[src/rtl/seg7_pkg.sv]
`default_nettype none
// +----------------------------------------------------------------------------+
// | Package  : seg7_pkg                                                        |
// | Brief    : Active-low 7-segment patterns shared by encoder and decoder.    |
// | Revision : 1.0  initial release                                            |
// +----------------------------------------------------------------------------+
package seg7_pkg;

    localparam int SEG_A = 6;
    localparam int SEG_B = 5;
    localparam int SEG_C = 4;
    localparam int SEG_D = 3;
    localparam int SEG_E = 2;
    localparam int SEG_F = 1;
    localparam int SEG_G = 0;

    localparam logic [6:0] SEG_N_BLANK = 7'b1111111;

    localparam logic [6:0] SEG_N_DIGIT [0:9] = '{
        7'b0000001, 7'b1001111, 7'b0010010, 7'b0000110, 7'b1001100,
        7'b0100100, 7'b0100000, 7'b0001101, 7'b0000000, 7'b0000100
    };

    typedef struct packed {
        logic       legal;
        logic       blank;
        logic [3:0] bcd;
    } seg7_dec_t;

endpackage
`default_nettype wire

[src/rtl/seg7_pattern_decode.sv]
`default_nettype none
// +----------------------------------------------------------------------------+
// | Module   : seg7_pattern_decode                                             |
// | Brief    : Combinational active-low segment pattern to BCD/blank decode.   |
// | Revision : 1.0  initial release                                            |
// +----------------------------------------------------------------------------+
module seg7_pattern_decode
    import seg7_pkg::*;
(
    input  logic [6:0] i_seg_n,
    output seg7_dec_t  o_dec
);

    always_comb begin
        o_dec = '0;
        if (i_seg_n == SEG_N_BLANK) begin
            o_dec.legal = 1'b1;
            o_dec.blank = 1'b1;
            o_dec.bcd   = 4'hF;
        end else begin
            for (int i = 0; i < 10; i++) begin
                if (i_seg_n == SEG_N_DIGIT[i]) begin
                    o_dec.legal = 1'b1;
                    o_dec.bcd   = 4'(i);
                end
            end
        end
    end

endmodule
`default_nettype wire

[src/rtl/seg7_scan_decoder.sv]
`default_nettype none
// +----------------------------------------------------------------------------+
// | Module   : seg7_scan_decoder                                               |
// | Brief    : Recovers BCD digits from a multiplexed active-low display bus.  |
// | Revision : 1.0  initial release                                            |
// +----------------------------------------------------------------------------+
module seg7_scan_decoder
    import seg7_pkg::*;
#(
    parameter int NUM_DIGITS     = 4,
    parameter int STABLE_CYCLES  = 4,
    parameter int TIMEOUT_CYCLES = 1048576
)(
    input  logic                          clk,
    input  logic                          rst,
    input  logic [6:0]                    seg_n,
    input  logic [NUM_DIGITS-1:0]         an_n,
    output logic [4*NUM_DIGITS-1:0]       digits_o,
    output logic [NUM_DIGITS-1:0]         blank_o,
    output logic                          frame_vld,
    output logic                          pat_err,
    output logic [$clog2(NUM_DIGITS)-1:0] err_idx,
    output logic                          stale
);

    localparam int IDX_W   = $clog2(NUM_DIGITS);
    localparam int DWELL_W = $clog2(STABLE_CYCLES + 1);
    localparam int STALE_W = $clog2(TIMEOUT_CYCLES + 1);

    localparam logic [DWELL_W-1:0]    c_dwell_one = DWELL_W'(1);
    localparam logic [DWELL_W-1:0]    c_dwell_max = DWELL_W'(STABLE_CYCLES);
    localparam logic [DWELL_W-1:0]    c_dwell_pre = DWELL_W'(STABLE_CYCLES - 1);
    localparam logic [STALE_W-1:0]    c_stale_one = STALE_W'(1);
    localparam logic [STALE_W-1:0]    c_stale_max = STALE_W'(TIMEOUT_CYCLES);
    localparam logic [NUM_DIGITS-1:0] c_sel_one   = NUM_DIGITS'(1);

    logic [6:0]              r_smp_seg, r_prev_seg;
    logic [NUM_DIGITS-1:0]   r_smp_an, r_prev_an;
    logic [DWELL_W-1:0]      r_dwell;
    logic [4*NUM_DIGITS-1:0] r_shadow;
    logic [NUM_DIGITS-1:0]   r_shadow_blank;
    logic [NUM_DIGITS-1:0]   r_mask;
    logic [STALE_W-1:0]      r_stale_cnt;

    logic                    w_same;
    logic [NUM_DIGITS-1:0]   w_sel;
    logic                    w_onehot;
    logic [IDX_W-1:0]        w_idx;
    logic                    w_cap;
    logic                    w_frame;
    seg7_dec_t               w_dec;
    logic [4*NUM_DIGITS-1:0] w_shadow_next;
    logic [NUM_DIGITS-1:0]   w_blank_next;
    logic [NUM_DIGITS-1:0]   w_mask_next;

    seg7_pattern_decode u_decode (
        .i_seg_n (r_smp_seg),
        .o_dec   (w_dec)
    );

    // Capture only on the single edge where the dwell crosses into STABLE_CYCLES.
    assign w_same   = (r_smp_seg == r_prev_seg) && (r_smp_an == r_prev_an);
    assign w_sel    = ~r_smp_an;
    assign w_onehot = (w_sel != '0) && ((w_sel & (w_sel - c_sel_one)) == '0);
    assign w_cap    = w_same && (r_dwell == c_dwell_pre) && w_onehot;
    assign w_frame  = w_cap && w_dec.legal && (&w_mask_next);
    assign stale    = (r_stale_cnt >= c_stale_max);

    always_comb begin
        w_idx = '0;
        for (int i = 0; i < NUM_DIGITS; i++) begin
            if (w_sel[i]) begin
                w_idx = IDX_W'(i);
            end
        end
    end

    always_comb begin
        w_shadow_next = r_shadow;
        w_blank_next  = r_shadow_blank;
        w_mask_next   = r_mask;
        if (w_cap && w_dec.legal) begin
            w_shadow_next[int'(w_idx)*4 +: 4] = w_dec.bcd;
            w_blank_next[w_idx]               = w_dec.blank;
            w_mask_next[w_idx]                = 1'b1;
        end
    end

    always_ff @(posedge clk) begin
        if (rst) begin
            r_smp_seg      <= '0;
            r_smp_an       <= '0;
            r_prev_seg     <= '0;
            r_prev_an      <= '0;
            r_dwell        <= '0;
            r_shadow       <= '0;
            r_shadow_blank <= '0;
            r_mask         <= '0;
            r_stale_cnt    <= '0;
            digits_o       <= '0;
            blank_o        <= '0;
            frame_vld      <= 1'b0;
            pat_err        <= 1'b0;
            err_idx        <= '0;
        end else begin
            r_smp_seg  <= seg_n;
            r_smp_an   <= an_n;
            r_prev_seg <= r_smp_seg;
            r_prev_an  <= r_smp_an;

            if (!w_same) begin
                r_dwell <= c_dwell_one;
            end else if (r_dwell != c_dwell_max) begin
                r_dwell <= r_dwell + c_dwell_one;
            end

            r_shadow       <= w_shadow_next;
            r_shadow_blank <= w_blank_next;
            r_mask         <= w_frame ? '0 : w_mask_next;
            frame_vld      <= w_frame;
            pat_err        <= w_cap && !w_dec.legal;

            if (w_cap && !w_dec.legal) begin
                err_idx <= w_idx;
            end

            // The completing digit is taken from the next-state shadow, not the register.
            if (w_frame) begin
                digits_o <= w_shadow_next;
                blank_o  <= w_blank_next;
            end

            if (w_frame) begin
                r_stale_cnt <= '0;
            end else if (r_stale_cnt != c_stale_max) begin
                r_stale_cnt <= r_stale_cnt + c_stale_one;
            end
        end
    end

endmodule
`default_nettype wire
[config.mk]
export PLATFORM = sky130hd
export DESIGN_NAME = seg7_scan_decoder
export DESIGN_NICKNAME = d
export VERILOG_FILES = /design/src/rtl/seg7_pkg.sv /design/src/rtl/seg7_pattern_decode.sv /design/src/rtl/seg7_scan_decoder.sv
export SDC_FILE = /design/constraint.sdc
export NUM_CORES = 1
export LEC_CHECK = 0
export ABC_AREA = 1
export CAP_MARGIN = 20
export CELL_PAD_IN_SITES_DETAIL_PLACEMENT = 1
export CELL_PAD_IN_SITES_GLOBAL_PLACEMENT = 1
export CORE_MARGIN = 2
export CORE_UTILIZATION = 35
export DETAILED_ROUTE_END_ITERATION = 12
export DONT_BUFFER_PORTS = 1
export PLACE_DENSITY_LB_ADDON = 0.1
export SYNTH_ARGS = -nofsm -noshare
export SYNTH_HDL_FRONTEND = slang
export SYNTH_HIERARCHICAL = 1
export SYNTH_SLANG_ARGS = --single-unit
[constraint.sdc]
create_clock -name clk -period 5.15 [get_ports clk]
set_input_delay 1.03 -clock clk [delete_from_list [all_inputs] [get_ports clk]]
set_output_delay 1.03 -clock clk [all_outputs]
set_load 0.005 [all_outputs]
==> results of run 1 <==
==> per-stage QoR <==
step | power (mW) | setup WS [ns] | cells | hold slack (ns)
floorplan | 0.832 | 3.11 | 622 | 0.440
global route | 1.60 | 1.60 | 786 | 0.494
detailed placement | 0.847 | 1.97 | 770 | 0.458
CTS | 1.55 | 1.95 | 786 | 0.465
global placement | 0.843 | 2.08 | 770 | 0.449
finish | 1.52 | 1.99 | 786 | 0.461
==> state kept, by name, summed over array words and instances, names as in the netlist <==
register	flops
r_stale_cnt	21
digits_o	16
r_shadow	16
r_prev_seg	7
r_smp_seg	7
blank_o	4
r_mask	4
r_prev_an	4
r_shadow_blank	4
r_smp_an	4
r_dwell	3
err_idx	2
frame_vld	1
pat_err	1
==> cells in the final DEF, fill, tap and decap left out, types with 2 or more instances in the layout <==
cell | netlist | layout
dfxtp_1 | 94 | 94
inv_1 | 88 | 88
xor2_1 | 16 | 16
ha_1 | 13 | 13
a21oi_1 | 18 | 18
nor2_4 | 2 | 2
nor4_1 | 2 | 2
o21ai_0 | 12 | 12
inv_2 | 6 | 6
nor2_1 | 101 | 101
clkbuf_8 | 0 | 3
nand2_2 | 5 | 5
xnor2_1 | 11 | 11
nand2_1 | 139 | 139
nor2_2 | 5 | 5
clkbuf_1 | 10 | 2
nand3_1 | 43 | 43
nand3b_1 | 3 | 3
clkbuf_16 | 0 | 9
nor3_1 | 4 | 4
nand4_1 | 31 | 31
==> path summary, 6_finish.rpt <==
check	slack [ns]	from	depth (start not counted)	to
worst max-delay path	1.99	r_smp_an[3]$_SDFF_PP0_	8	r_stale_cnt[6]$_SDFFE_PP0N_
worst min-delay path	0.46	r_shadow[7]$_SDFF_PP0_	2	r_shadow[7]$_SDFF_PP0_
worst max register to register	1.99	r_smp_an[3]$_SDFF_PP0_	8	r_stale_cnt[6]$_SDFFE_PP0N_
worst min register to register	0.46	r_shadow[7]$_SDFF_PP0_	2	r_shadow[7]$_SDFF_PP0_
==> power by group through the flow <==
stage | clock network [mW] | logic (mW) | registers (mW)
after floorplan | 0 | 0.0705 | 0.762
after global placement | 0 | 0.0791 | 0.764
after detailed placement | 0 | 0.0822 | 0.764
after CTS | 0.715 | 0.0830 | 0.748
after global routing | 0.752 | 0.0954 | 0.749
final | 0.693 | 0.0816 | 0.748
==> area by class of cell <==
type	instances	area [um^2]
fillers	1574	7330
multi-input cells	413	2070
flip-flops and latches	94	1880
inverters	94	353
clock buffers	14	274
well taps	168	210
clock inverters	2	38.8
repair buffers	1	7.51
==> routing by layer <==
| metal | up-vias | GRT usage (%) | share of wire (%) |
|---|---|---|---|
| li1 | 1909 | - | - |
| met1 | 1710 | 22.4 | 50 |
| met4 | 0 | 4.52 | 1.3 |
| met3 | 10 | 5.19 | 3.5 |
| met2 | 42 | 28.2 | 46 |
| met5 | - | 0 | 0 |
==> cells by family (layout without fill, tap and decap cells) <==
family	count (synthesis)	count (layout)	synth area share [%]
simple gates	339	339	33.8
buf+inv	115	111	10.2
flops	94	94	42.8
compound gates	34	34	4.12
xor+xnor	27	27	5.37
fa+ha+maj	13	13	3.70
==> worst register-to-register path: cells and delay by family (launching register included) <==
family | cells | cell delay (ns)
AOI/OAI and AO/OA | 1 | 0.43
and+or+nand+nor | 5 | 1.76
buffers and inverters | 1 | 0.10
adders and majority gates | 1 | 0.33
DFF | 1 | 0.40
==> out/results.ini, run 1 <==
[status]
status = complete, no violations

[worst_setup_path]
cp-start-kind = flip-flop
endpoint_kind = flip-flop
cp_data_arrival_time_ns = 3.37
crit_slowest_cell = nand2_2
crit_buf_inv = 1
critical_path_class = flip-flop to flip-flop
crit_path_cell_trace = inv_1 > a21oi_2 > ha_1 > nand4_1 > nand2_1 > nand4_2 > nand2_2 > nor2_1
crit_fanout = 25
slowest_delay_ns = 0.70
worst_ep_required_time_ns = 5.36
crit_family = simple AND/OR/NAND/NOR gates

[yosys]
yosysMostFrequentCell = nand2_1
synth_cell_types = 30
synth_area_um2 = 4400
yosysTopAreaCell = dfxtp_1
seq_area_frac_synth_pct = 42.8
yosysWarningCount = 6
ys_async_sr_fraction_pct = 0
synth_ff_type = dfxtp_1
synth_area_leaders = dfxtp_1, nand2_1, nor2_1
syn_area_per_cell_um2 = 7.07
yosys-top-cells-count = nand2_1, nor2_1, dfxtp_1
synth_edf_count = 0
synth.ff_latch_count = 94
synth_fp_nets = 648
synth_cells = 622
synth_top_area_share_pct = 42.8

[layout]
nNetsFinal = 639
syn_to_final_growth_pct = 9.84
drive_above_1_share_pct = 6.15
final_area_um2 = 4830
utilization_pct = 39.7
diodes = 0

[clock_network]
clock_sinks = 94
cts_made_buffers = 9
cts.htree.levels = 3
cts.clk_slew.worst_paths_ns = 0.06
post_cts_buffers = 0
cts_root_buf = clkbuf_16
clkLatencyLatePin_ns = 0.35
cts_tree = done
postCtsHoldBufs = 0
clockBufferDepth = 2
cts_resized = 0

[power]
p_clk_share_pct = 45.5
p_sw_mw = 0.341
cellLeakagePower_nw = 2.15
p_comb_share_pct = 5.4
pwr_density_cell_nw_per_um2 = 315
swShare_pct = 22.4
ir_worst_vdd_mv = 0.245
power_frac_seq_pct = 49.1
internal_power_mw = 1.18

[global_routing]
grt_max_degree = 46
grt_pass1_vias = 3809
grtUsageTotal_pct = 17.3
antenna_found_initial = 0
overflow = 0
grt_pass1_wl_um = 18300

[die]
start_util_pct = 36.2
die_h_um = 116
coreArea_um2 = 12200
ioPinCount = 38
die_x_um = 116
placementRows = 40
fp.dieArea_um2 = 13500

[sta]
finalSetupViolCount = 0
rsz0062_at_grt = no
fmax_mhz = 317
finalMaxSlewViolations = 0
tns_ns = 0
maxSlewHeadroom_pct = 42.9
final_min_period_over_clock_period_pct = 61.3
finClkSkew_ns = 0.00933
worst_slew_pin_slew_ns = 0.856
fin_crit_ns = 3.16
hold_viol_final = 0

[detailed_routing]
drtAntennaViolNets = 0
wl_um = 10600
drtIter0Drc = 110
drt-vias-per-instance = 4.67
route.vias.total = 3671
drcViolationCount = 0
dr.pass1.iters = 4
wire_per_inst_um = 13.5

[placement]
placed_cell_area_um2 = 4520
place_hpwl_um = 7770
place.gp.congestion = 0.807
portBuffers = 0

[min_path]
hold_class = flip-flop to flip-flop

[job]
max_cap_viol_count = 0

Power figures use the tool's default switching activity.
==> run 2, diff against run 1 <==
==> constraint.sdc (replaced) <==
create_clock -name clk -period 2.53 [get_ports clk]
set_input_delay 0.506 -clock clk [delete_from_list [all_inputs] [get_ports clk]]
set_output_delay 0.506 -clock clk [all_outputs]
set_load 0.005 [all_outputs]
==> run 2 against run 1 <==
Routed wire length is 1.6% higher. Largest power group unchanged. Sequential cell count stayed put. Critical endpoint is now digits_o[15]$_SDFFE_PP0P_. Via count is 1.8% higher.
==> out/results.ini, run 2 (same netlist as run 1, synthesis figures left out) <==
[status]
status = complete, no violations

[layout]
final_cell_mix = nand2_1, nor2_1, dfxtp_1, inv_1, nand3_1
nNetsFinal = 649  ; +1.6%
final_common_cell = nand2_1
reg.largest.list = r_stale_cnt: 21 flops, digits_o: 16 flops, r_shadow: 16 flops
utilization_pct = 40.1  ; +0.38 points
largest_register_ffs = 21  ; unchanged
diodes = 0  ; unchanged
largest-register = r_stale_cnt
drive_above_1_share_pct = 7.50  ; +1.3 points
syn_to_final_growth_pct = 10.9

[die]
die_h_um = 116  ; unchanged
fp.dieArea_um2 = 13500  ; unchanged
die_x_um = 116  ; unchanged
start_util_pct = 36.2  ; unchanged
placementRows = 40  ; unchanged
ioPinCount = 38  ; unchanged
coreArea_um2 = 12200  ; unchanged

[sta]
layout_setup_ws_ns = 0.270  ; -1.72 ns
finClkSkew_ns = 0.0105  ; +0.00118 ns
finalSetupViolCount = 0  ; unchanged
whs_ns = 0.224  ; -0.236 ns
final_min_period_over_clock_period_pct = 89.3  ; +28 points
fin_crit_ns = 2.26  ; -0.899 ns
finalMaxSlewViolations = 0  ; unchanged
tns_ns = 0  ; unchanged
fmax_mhz = 442  ; +40%
rsz0062_at_grt = no
worst_slew_pin_slew_ns = 0.484  ; -0.372 ns
hold_viol_final = 0  ; unchanged
maxSlewHeadroom_pct = 67.7  ; +25 points

[min_path]
hold_class = primary input to flip-flop

[power]
internal_power_mw = 2.22  ; +88%
power_mw = 2.90  ; +90%
ir_worst_vdd_mv = 0.376  ; +54%
pwr_density_cell_nw_per_um2 = 594  ; +89%
cellLeakagePower_nw = 2.16  ; +0.47%
p_sw_mw = 0.677  ; +98%
p_clk_share_pct = 41.6  ; -3.9 points
p_comb_share_pct = 5.9  ; +0.5 points
swShare_pct = 23.3  ; +0.93 points
power_frac_seq_pct = 52.6  ; +3.5 points

[global_routing]
grt_pass1_wl_um = 18300  ; +0.19%
grt_pass1_vias = 3831  ; +0.58%
overflow = 0  ; unchanged
grtUsageTotal_pct = 17.4  ; +0.11 points
antenna_found_initial = 0  ; unchanged
grt_max_degree = 46  ; unchanged

[worst_setup_path]
crit_buf_inv = 3  ; +2
cp_data_arrival_time_ns = 2.50  ; -0.87 ns
cp-start-kind = flip-flop
worst_ep_required_time_ns = 2.77  ; -2.59 ns
critical_path_class = flip-flop to flip-flop
endpoint_kind = flip-flop
crit_family = simple AND/OR/NAND/NOR gates
crit_path_cell_trace = inv_1 > nand2_2 > nor2_1 > nand2_2 > nand2_1 > nor2_2 > nand3_2 > nand4_1 > clkinvlp_4 > buf_4 > nand3_1 > nand2_1 > nand4_1 > nand2_1
r2r_setup_slack_ns = 0.27  ; -1.72 ns
crit_slowest_cell = dfxtp_1
crit_fanout = 9  ; -64%
slowest_delay_ns = 0.43  ; -0.27 ns
crit_top_cell = nand2_1

[detailed_routing]
dr.pass1.iters = 4  ; unchanged
wl_um = 10800  ; +1.6%
drcViolationCount = 0  ; unchanged
drtAntennaViolNets = 0  ; unchanged
drt-vias-per-instance = 4.70  ; +0.65%
drtIter0Drc = 164  ; +49%
route.vias.total = 3737  ; +1.8%
wire_per_inst_um = 13.5  ; +0.45%

[clock_network]
cts_root_buf = clkbuf_16
clockBufferDepth = 2  ; unchanged
clkLatencyLatePin_ns = 0.34  ; about the same
cts_made_buffers = 9  ; unchanged
cts.htree.levels = 3  ; unchanged
cts.clk_slew.worst_paths_ns = 0.06  ; about the same
clock_sinks = 94  ; unchanged
cts_tree = done
postCtsHoldBufs = 0  ; unchanged

[placement]
portBuffers = 0  ; unchanged
place.gp.congestion = 0.838  ; +3.9%
dpl_worst_slack_ns = 0.174  ; -1.79 ns
place_hpwl_um = 7960  ; +2.5%

[job]
max_cap_viol_count = 0  ; unchanged

run 2: path summary, 6_finish.rpt:
path,end,start,depth (start not counted)
worst min-delay path,r_smp_seg[0]$_SDFF_PP0_,rst,1
worst max-delay path,digits_o[15]$_SDFFE_PP0P_,r_smp_seg[0]$_SDFF_PP0_,14
worst max register to register,digits_o[15]$_SDFFE_PP0P_,r_smp_seg[0]$_SDFF_PP0_,14
worst min register to register,r_shadow[4]$_SDFF_PP0_,r_shadow[4]$_SDFF_PP0_,2
run 2: timing repair:
| action | CTS | global route |
|---|---|---|
| buffers inserted | 0 | 4 |
| endpoints found under the setup margin | 0 | 42 |
| gates resized for setup | 0 | 4 |
run 2: metrics by stage:
step	area (um^2)	instances
after floorplan	4400	622
after global placement	4580	776
after detailed placement	4580	776
after CTS	4830	791
after global routing	4880	795
final	4880	795
run 2: layout make-up:
cell class	instances	area, um^2
fillers	1562	7280
well taps	168	210
clock inverters	1	7.51
repair buffers	11	95.1
clock buffers	14	244
flip-flops and latches	94	1880
multi-input cells	413	2080
inverters	94	357
run 2: layer usage:
| metal | share of wire (%) | routed length, um | track usage [%] | vias up |
|---|---|---|---|---|
| li1 | - | - | - | 1927 |
| met1 | 50 | 5360 | 22.8 | 1759 |
| met2 | 45 | 4870 | 28.0 | 41 |
| met3 | 3.5 | 372 | 5.24 | 10 |
| met4 | 1.5 | 165 | 4.76 | 0 |
| met5 | 0 | 0 | 0 | - |
run 2: power by group through the flow:
stage	combinational [mW]	sequential [mW]	clock [mW]
final	0.170	1.52	1.21
after CTS	0.172	1.52	1.26
after floorplan	0.143	1.55	0
after global placement	0.164	1.56	0
after detailed placement	0.171	1.56	0
after global routing	0.198	1.53	1.32
run 2: worst reg2reg max path: cells and delay by family, from the launching register on:
family | cells | cell delay [ns]
simple gates | 11 | 1.20
buf+inv | 3 | 0.53
flops | 1 | 0.43
==> run 3, diff against run 2 <==
--- a/config.mk
+++ b/config.mk
@@ -13,7 +13,7 @@
 export CORE_UTILIZATION = 35
 export DETAILED_ROUTE_END_ITERATION = 12
 export DONT_BUFFER_PORTS = 1
-export PLACE_DENSITY_LB_ADDON = 0.1
+export PLACE_DENSITY = 0.7
 export SYNTH_ARGS = -nofsm -noshare
 export SYNTH_HDL_FRONTEND = slang
 export SYNTH_HIERARCHICAL = 1
==> run 3 against run 2 <==
Sequential power is essentially flat. Worst setup slack worse by 0.081 ns. Critical path depth unchanged. Non-clock buffer count down 3. Clock power is 9.9% higher. Register-to-register slack got worse by 0.08 ns. Largest cell class unchanged. Sequential share of layout area barely moved. Clock-buffer cell count shrank 3. Utilization hardly changed. Global-route usage is 0.33 points lower. Clock skew is 0.0053 ns lower.
==> out/results.ini, run 3 (same netlist as run 1, synthesis figures left out) <==
[clock_network]
clkLatencyLatePin_ns = 0.34  ; about the same
cts_made_buffers = 9  ; unchanged
cts.clk_slew.worst_paths_ns = 0.06  ; about the same
cts_tree = done
cts_root_buf = clkbuf_16
clockBufferDepth = 2  ; unchanged
clock_sinks = 94  ; unchanged
cts.htree.levels = 3  ; unchanged
postCtsHoldBufs = 0  ; unchanged

[sta]
final_min_period_over_clock_period_pct = 92.6  ; +3.2 points
hold_viol_final = 0  ; unchanged
whs_ns = 0.228  ; +0.00364 ns
finalSetupViolCount = 0  ; unchanged
maxSlewHeadroom_pct = 68.8  ; +1.2 points
layout_setup_ws_ns = 0.188  ; -0.0813 ns
rsz0062_at_grt = yes
worst_slew_pin_slew_ns = 0.467  ; -0.0175 ns
fin_crit_ns = 2.34  ; +0.0813 ns
finalMaxSlewViolations = 0  ; unchanged
fmax_mhz = 427  ; -3.5%
finClkSkew_ns = 0.00518  ; -0.00533 ns

[layout]
final_common_cell = nand2_1
diodes = 0  ; unchanged
final_cell_mix = nand2_1, nor2_1, dfxtp_1, inv_1, nand3_1
nNetsFinal = 646  ; -0.46%
largest-register = r_stale_cnt
fill_cells = 1544  ; -1.2%
reg.largest.list = r_stale_cnt: 21 flops, digits_o: 16 flops, r_shadow: 16 flops
syn_to_final_growth_pct = 10.9  ; about the same
largest_register_ffs = 21  ; unchanged
drive_above_1_share_pct = 7.53  ; +0.036 points

[detailed_routing]
drtAntennaViolNets = 0  ; unchanged
wl_um = 10500  ; -2.1%
drcViolationCount = 0  ; unchanged
route.vias.total = 3701  ; -0.96%
drt-vias-per-instance = 4.67  ; -0.59%
dr.pass1.iters = 4  ; unchanged
wire_per_inst_um = 13.3  ; -1.7%
drtIter0Drc = 125  ; -24%

[min_path]
hp-start = rst
hold_class = primary input to flip-flop

[worst_setup_path]
critical_path_class = flip-flop to flip-flop
worst_ep_required_time_ns = 2.77  ; about the same
r2r-start = r_smp_seg[0]$_SDFF_PP0_
crit_path_cell_trace = inv_1 > nand2_1 > nor2_1 > nand2_1 > nand2_1 > nor2_1 > nand3_2 > nand4_1 > clkinvlp_4 > buf_2 > nand3_1 > nand2_1 > nand4_1 > nand2_1
crit_top_cell = nand2_1
cp-start-kind = flip-flop
endpoint_kind = flip-flop
slowest_delay_ns = 0.44  ; about the same
cp_data_arrival_time_ns = 2.58  ; +0.08 ns
crit_slowest_cell = dfxtp_1
crit_buf_inv = 3  ; unchanged
crit_start = r_smp_seg[0]$_SDFF_PP0_
crit_family = simple AND/OR/NAND/NOR gates
crit_fanout = 8  ; -1

[placement]
dpl_worst_slack_ns = 0.103  ; -0.0717 ns
place_hpwl_um = 7910  ; -0.71%
portBuffers = 0  ; unchanged
place.gp.congestion = 0.877  ; +4.7%

[power]
pwr_density_cell_nw_per_um2 = 619  ; +4.2%
ir_worst_vdd_mv = 0.374  ; -0.55%
p_comb_share_pct = 5.6  ; -0.3 points
p_sw_mw = 0.682  ; +0.82%
cellLeakagePower_nw = 2.16  ; +0.24%
p_clk_share_pct = 44.0  ; +2.4 points
swShare_pct = 22.6  ; -0.77 points
power_frac_seq_pct = 50.4  ; -2.2 points
internal_power_mw = 2.34  ; +5.3%

[global_routing]
antenna_found_initial = 0  ; unchanged
grt_pass1_wl_um = 18100  ; -0.90%
grt_pass1_vias = 3849  ; +0.47%
grt_max_degree = 46  ; unchanged
grtUsageTotal_pct = 17.1  ; -0.33 points
overflow = 0  ; unchanged

[die]
placementRows = 40  ; unchanged
start_util_pct = 36.2  ; unchanged
fp.dieArea_um2 = 13500  ; unchanged
die_x_um = 116  ; unchanged
coreArea_um2 = 12200  ; unchanged
ioPinCount = 38  ; unchanged
die_h_um = 116  ; unchanged

[job]
max_cap_viol_count = 0  ; unchanged

[status]
status = complete, no violations

==> run 3: power by group through the flow <==
stage               Sequential [mW]  Combinational (mW)  Clock (mW)
global route                   1.53               0.197        1.44
finish                         1.52               0.170        1.33
floorplan                      1.55               0.143           0
CTS                            1.52               0.171        1.38
detailed placement             1.56               0.170           0
global placement               1.55               0.161           0
==> run 3: path summary, 6_finish.rpt <==
check             cells past startpoint                       end  slack (ns)
hold reg to reg                       2   r_shadow[11]$_SDFF_PP0_        0.46
setup reg to reg                     14  digits_o[5]$_SDFFE_PP0P_        0.19
setup / recovery                     14  digits_o[5]$_SDFFE_PP0P_        0.19
hold / removal                        1   r_smp_seg[2]$_SDFF_PP0_        0.23
==> run 3: what timing repair did <==
action | 4_1_cts | 5_1_grt
gates resized for setup | 0 | 4
endpoints found under the hold margin | 0 | 0
buffers inserted | 0 | 2
endpoints found under the setup margin | 0 | 33
==> run 3: layout make-up <==
| cell class | instances | area, um^2 | share of cell area (%) |
|---|---|---|---|
| flip-flops and latches | 94 | 1880 | 38.5 |
| clock buffers | 11 | 243 | 4.97 |
| inverters | 94 | 357 | 7.30 |
| repair buffers | 8 | 57.6 | 1.18 |
| well taps | 168 | 210 | 4.31 |
| clock inverters | 4 | 47.5 | 0.974 |
| multi-input cells | 413 | 2090 | 42.7 |
==> run 3: metrics by stage <==
stage,instances,cell area [um^2],power (mW),util [%],TNS [ns]
2_1_floorplan,622,4400,1.69,-,0
3_3_place_gp,775,4560,1.72,37.5,0
3_5_place_dp,775,4560,1.73,37.5,0
4_1_cts,790,4850,3.08,39.9,0
5_1_grt,792,4880,3.17,40.1,-0.00548
6_report,792,4880,3.02,40.1,0
==> run 3: metal layers <==
metal / track usage (%) / up-vias / part of all wire, %
li1: - / 1922 / -
met1: 21.5 / 1733 / 49
met2: 28.4 / 34 / 47
met3: 5.45 / 12 / 3.4
met4: 4.29 / 0 / 1.4
met5: 0 / - / 0
